**config.mk**
```make
export PLATFORM = sky130hd
export DESIGN_NAME = img_bank_loader
export DESIGN_NICKNAME = d
export VERILOG_FILES = /design/src/rtl/img_bank_loader.sv
export SDC_FILE = /design/constraint.sdc
export NUM_CORES = 1
export LEC_CHECK = 0
export CAP_MARGIN = 5
export CORE_MARGIN = 4
export CORE_UTILIZATION = 46
export CTS_CLUSTER_SIZE = 12
export DETAILED_ROUTE_END_ITERATION = 10
export GPL_ROUTABILITY_DRIVEN = 1
export GPL_TIMING_DRIVEN = 0
export PLACE_DENSITY = 0.75
export SLEW_MARGIN = 20
export SYNTH_ARGS = -nofsm -noshare
export SYNTH_HDL_FRONTEND = slang
export SYNTH_SLANG_ARGS = --single-unit
```
**constraint.sdc**
```tcl
create_clock -name clk -period 7.5 [get_ports clk]
set_clock_uncertainty 0.2 [all_clocks]
set_input_delay 1.125 -clock clk [delete_from_list [all_inputs] [get_ports clk]]
set_output_delay 1.125 -clock clk [all_outputs]
set_load 0.01 [all_outputs]
```
**src/rtl/img_bank_loader.sv**
```systemverilog
// Streams a raster-order image into four interleaved RAM banks so every 2x2
// pixel neighbourhood sits in four distinct banks at the same address.
module img_bank_loader #(
  parameter int RAM_AW = 17,
  parameter int QN     = 8
) (
  input  logic              clk,
  input  logic              rst,
  input  logic              cfg_start,
  input  logic [15:0]       img_w,
  input  logic [15:0]       img_h,
  input  logic [15:0]       start_rows,
  input  logic              s_valid,
  input  logic [QN-1:0]     s_data,
  output logic              s_ready,
  output logic              ena1,
  output logic              ena2,
  output logic              ena3,
  output logic              ena4,
  output logic              wea1,
  output logic              wea2,
  output logic              wea3,
  output logic              wea4,
  output logic [RAM_AW-1:0] AA,
  output logic [QN-1:0]     DA,
  input  logic              rsta_busy,
  output logic [31:0]       row_signal,
  output logic              img_start,
  input  logic              img_finish,
  output logic              busy,
  output logic              done,
  output logic              cfg_err,
  output logic [1:0]        state_dbg
);

  typedef enum logic [1:0] {IDLE, LOAD, WAIT_FIN, DONE} state_t;
  state_t state, state_nxt;

  logic [15:0]       w_q, h_q, thr_q, x, y;
  logic [16:0]       half_w_q;
  logic [RAM_AW-1:0] row_base;
  logic [3:0]        strobe;
  logic              fin_flag;

  // Configuration check on the raw inputs; only used when cfg_start is seen in IDLE.
  logic [16:0] in_half_w, in_half_h;
  logic [33:0] area;
  logic [34:0] cap;
  logic [15:0] in_thr;
  logic        cfg_bad;

  assign in_half_w = {2'b00, img_w[15:1]} + {16'd0, img_w[0]};
  assign in_half_h = {2'b00, img_h[15:1]} + {16'd0, img_h[0]};
  assign area      = 34'(in_half_w) * 34'(in_half_h);
  assign cap       = 35'd1 << RAM_AW;
  assign cfg_bad   = (img_w < 16'd2) || (img_h < 16'd2) || ({1'b0, area} > cap);

  always_comb begin
    in_thr = img_h;
    if (start_rows == 16'd0)      in_thr = 16'd1;
    else if (start_rows < img_h)  in_thr = start_rows;
  end

  // Stream handshake: a pixel moves on a rising edge where s_valid && s_ready;
  // s_ready is combinational so it drops in the same cycle rsta_busy rises.
  logic load_ready, xfer, last_col, last_row;
  assign load_ready = (state == LOAD) && !rsta_busy;
  assign s_ready    = load_ready;
  assign xfer       = s_valid && load_ready;
  assign last_col   = (x == w_q - 16'd1);
  assign last_row   = (y == h_q - 16'd1);

  always_ff @(posedge clk or negedge rst) begin
    if (!rst) state <= IDLE;
    else      state <= state_nxt;
  end

  always_comb begin
    state_nxt = state;
    busy      = 1'b0;
    done      = 1'b0;
    case (state)
      IDLE:     if (cfg_start && !cfg_bad) state_nxt = LOAD;
      LOAD: begin
        busy = 1'b1;
        if (xfer && last_col && last_row) state_nxt = WAIT_FIN;
      end
      WAIT_FIN: begin
        busy = 1'b1;
        if (img_finish || fin_flag) state_nxt = DONE;
      end
      DONE: begin
        done      = 1'b1;
        state_nxt = IDLE;
      end
      default:  state_nxt = IDLE;
    endcase
  end

  assign state_dbg = state;

  always_ff @(posedge clk or negedge rst) begin
    if (!rst) begin
      w_q        <= '0;
      h_q        <= '0;
      thr_q      <= '0;
      half_w_q   <= '0;
      x          <= '0;
      y          <= '0;
      row_base   <= '0;
      fin_flag   <= 1'b0;
      strobe     <= '0;
      AA         <= '0;
      DA         <= '0;
      row_signal <= '0;
      img_start  <= 1'b0;
      cfg_err    <= 1'b0;
    end else begin
      strobe    <= '0;
      img_start <= 1'b0;
      cfg_err   <= 1'b0;
      if (state == IDLE && cfg_start) begin
        if (cfg_bad) begin
          cfg_err <= 1'b1;
        end else begin
          w_q        <= img_w;
          h_q        <= img_h;
          thr_q      <= in_thr;
          half_w_q   <= in_half_w;
          x          <= '0;
          y          <= '0;
          row_base   <= '0;
          row_signal <= '0;
          fin_flag   <= 1'b0;
        end
      end
      if (state == LOAD && img_finish) fin_flag <= 1'b1;
      if (state == DONE)               fin_flag <= 1'b0;
      if (xfer) begin
        AA     <= row_base + RAM_AW'(x[15:1]);
        DA     <= s_data;
        strobe <= 4'b0001 << {y[0], x[0]};
        if (last_col) begin
          x          <= '0;
          y          <= y + 16'd1;
          // Row base advances once per pair of source rows.
          if (y[0]) row_base <= row_base + RAM_AW'(half_w_q);
          row_signal <= row_signal + 32'd1;
          if (row_signal + 32'd1 == {16'd0, thr_q}) img_start <= 1'b1;
        end else begin
          x <= x + 16'd1;
        end
      end
    end
  end

  assign ena1 = strobe[0];
  assign ena2 = strobe[1];
  assign ena3 = strobe[2];
  assign ena4 = strobe[3];
  assign wea1 = strobe[0];
  assign wea2 = strobe[1];
  assign wea3 = strobe[2];
  assign wea4 = strobe[3];

endmodule

```
==> run metrics, run 1 <==
Worst VDD drop roughly 1400 µV; switching share of power 0.502; sequential share of the synthesized area 0.211; post-route cell area ~0.028 mm²; top cell family by delay on the critical path adder cells; crit path capture type flop; Crit-path slowest cell fa_2; Crit path top cell by count fa_1; global-route wire length before repair about 110 mm; RSZ-0062 raised after global routing yes; Pwr per Cell Area between 400 and 500 mW/mm²; top_reg_cell synth dfrtp_1; Yosys reg bits 179; met3 Usage GRT 0.0450; clock sinks ~180; Syn Std Cell Area about 0.021 mm²; final number of setup-violating endpoints about 150; routed wire length about 71 mm; switching pwr about 6.6 mW; Iter 0 DRT Violations roughly 1900; WP data arrival a little under 9 ns; P&R area growth vs syn 30.1%; Worst slew margin 0.280; largest net degree at the start of global routing 96; clock-pin transition on the worst setup and hold timing paths 0.07 ns; worst slew pin tran 1.08 ns; EDFF count, synth 0; detailed placer's ending HPWL ~52 mm; status complete, but fails checks; crit-path max FO 9; number of synthesis warnings 0; Final Total Pwr between 10 and 15 mW; final setup margin -1.19 ns; detail-routed via count per cell 5.94; Hold-fix buffers, CTS 0; Clk Latency, worst-skew pair about 0.46 ns; Die Span X roughly 220 µm; CP max stage delay about 0.54 ns; failing checks negative setup slack; Fillers 3785; Hold Path End DA[7]; Post-Syn Instances 2524; DP Area approximately 0.024 mm²; Worst R2R End row_signal[19]; most common cell after layout, fill and taps aside nand2_1; Comb power frac 0.839; Routed wire per std cell between 20 and 25 µm; post-synthesis async set-or-reset flop share 1.00; commonest cells after routing, fill and taps aside nand2_1, inv_1, dfrtp_1, fa_1, ha_1; remaining routing DRC violations 0; Setup TNS -164.00 ns; share of cells above drive strength 1 0.207; Clk pwr share 0.070; vias 20300; Pleak between 10 and 15 nW; met2 Use GR 0.468; hold_sp DA[7]; FP Rows 78; Core ar. between 0.04 and 0.05 mm²; Worst Path Required around 7.6 ns; Buf+Inv Stages, Crit Path 10; CP Launch Type input pin; GPL Wtd Cong slightly below 1; Final Slew Violations 0; Max Cap Viol 0; CTS Root Buffer Type clkbuf_16; number of nets in the layout between 3000 and 4000; Fin. Hold Viols 0; Ant. Diodes 0; period utilization 1.16; vias in the first global route between 20000 and 25000; Pint roughly 6.6 mW; initial core utilization 0.467; initial antenna violation count 1; Synth cell types between 80 and 90; GRT overflow 0; syn avg cell area between 8 and 9 µm²; H-tree depth 4; Max Freq ~0.12 GHz; Die Y roughly 220 µm; register share of total power 0.090; CTS tree yes; TritonCTS buffer count 17; worst slack at placement -3.22 ns; drt pass-1 iters 6; Synthesized Nets 2946; final hold slack between 0.2 and 0.3 ns; WS Path Type input pin to flop; gr busiest metal met2; reg2reg start w_q[0]; FF-to-FF setup slack 2.80 ns; Max clock buf depth 2; GR Layer Usage met1 0.349; GRT Resource Usage Total 0.273; I/O Pins ~130; Tmin final 8.69 ns; IO buf count between 100 and 150; die area 0.0497 mm²; Hold Path Cell Cnt 2; R2R depth 12; Hold Path Class flop to flop; remaining antenna violation count 0
cell usage after synthesis (7+ instances only):
cell	count	area (µm²)
a2111oi_0	11	96.3
a211o_1	7	61.3
a211oi_1	13	97.6
a21o_1	25	188
a21oi_1	78	390
a31o_2	16	140
a31oi_1	20	125
and2_1	54	338
and3_1	27	169
and4_1	10	87.6
clkbuf_1	111	417
dfrtp_1	179	4480
fa_1	196	3920
ha_1	164	2050
inv_1	287	1080
mux2_2	20	225
mux2i_1	23	230
nand2_1	312	1170
nand2b_1	16	100
nand3_1	150	751
nand4_1	32	200
nor2_1	157	589
nor2b_1	28	175
nor3_1	52	260
nor3b_1	9	67.6
nor4_1	25	156
o211ai_1	13	97.6
o21a_1	11	82.6
o21ai_0	141	706
o31ai_1	17	128
or2_2	17	106
or3_1	34	213
or4_1	8	60.1
xnor2_1	89	780
xor2_1	56	490
registers in the layout, indices dropped and copies added (netlist names), 2 cells and up:
signal	count
AA	17
DA	8
h_q	16
half_w_q	16
row_base	17
row_signal	32
state_dbg	2
strobe	4
thr_q	16
w_q	16
x	16
y	16
area by class of cell:
| cell class | count | area, µm² | share of cell area |
|---|---|---|---|
| Tap cell | 600 | 751 | 0.0271 |
| Sequential cell | 179 | 4480 | 0.162 |
| Timing Repair Buffer | 266 | 2570 | 0.0929 |
| Buffer | 116 | 1050 | 0.0378 |
| Multi-Input combinational cell | 1933 | 17100 | 0.619 |
| Clock buffer | 20 | 467 | 0.0169 |
| Inverter | 287 | 1090 | 0.0395 |
| Clock inverter | 12 | 131 | 0.00475 |
kinds of logic (layout without fill, tap and decap cells):
group,Yosys count,count (layout),synth area share
flip-flops,179,179,0.211
AO/OA/AOI/OAI,429,429,0.132
multiplexers,45,45,0.0225
buffers and inverters,412,701,0.0741
XOR/XNOR,145,145,0.0598
adder cells (fa/ha/maj),360,360,0.281
AND/OR/NAND/NOR,954,954,0.220
worst max path at each step:
| stage | start | end | slack [ns] | depth (start not counted) |
|---|---|---|---|---|
| 5_1_grt | img_w[0] | thr_q[1] | -1.34 | 34 |
| 6_report | img_h[0] | w_q[11] | -1.19 | 31 |
| 4_1_cts | img_h[3] | row_signal[7] | -1.10 | 33 |
| 3_3_place_gp | img_w[7] | row_base[16] | -3.17 | 29 |
| 3_5_place_dp | img_w[7] | h_q[12] | -3.22 | 29 |
| 2_1_floorplan | img_w[5] | w_q[10] | -0.76 | 31 |
per-stage QoR:
| step | std cells | utilization |
|---|---|---|
| 2_1_floorplan | 2524 | - |
| 3_3_place_gp | 3251 | 0.530 |
| 3_5_place_dp | 3252 | 0.531 |
| 4_1_cts | 3370 | 0.586 |
| 5_1_grt | 3413 | 0.608 |
| 6_report | 3413 | 0.608 |
metal layers:
layer  vias up  part of all wire
met5         -           0.00014
met4         2             0.042
met3       210             0.071
met2       930              0.49
met1     10000              0.40
li1       9113                 -
power by group through the flow:
stage | sequential (mW) | clock, mW | combinational (mW)
6_report | 1.19 | 0.927 | 11.0
5_1_grt | 1.20 | 0.978 | 12.0
4_1_cts | 1.18 | 0.933 | 9.76
3_5_place_dp | 1.20 | 0 | 9.00
3_3_place_gp | 1.19 | 0 | 8.88
2_1_floorplan | 1.19 | 0 | 6.93
worst min-delay path: cells and delay by family, from the launching register on:
kind	cells	cell delay, ns
DFF	1	0.34
and+or+nand+nor	2	0.11
repair_timing:
item	in CTS	in global routing
pin swaps	74	88
gates cloned	7	3
endpoints found under the hold margin	0	0
resized for setup	329	185
setup buffers	84	45
endpoints found under the setup margin	149	149
No activity file was read; power rests on OpenSTA's default activity.
==> run 2, diff against run 1 <==
ABC_CLOCK_PERIOD_IN_PS = 7500   (was default)
==> results of run 2 <==
Same layout as run 1: the final DEF is identical, and so are final timing and power.
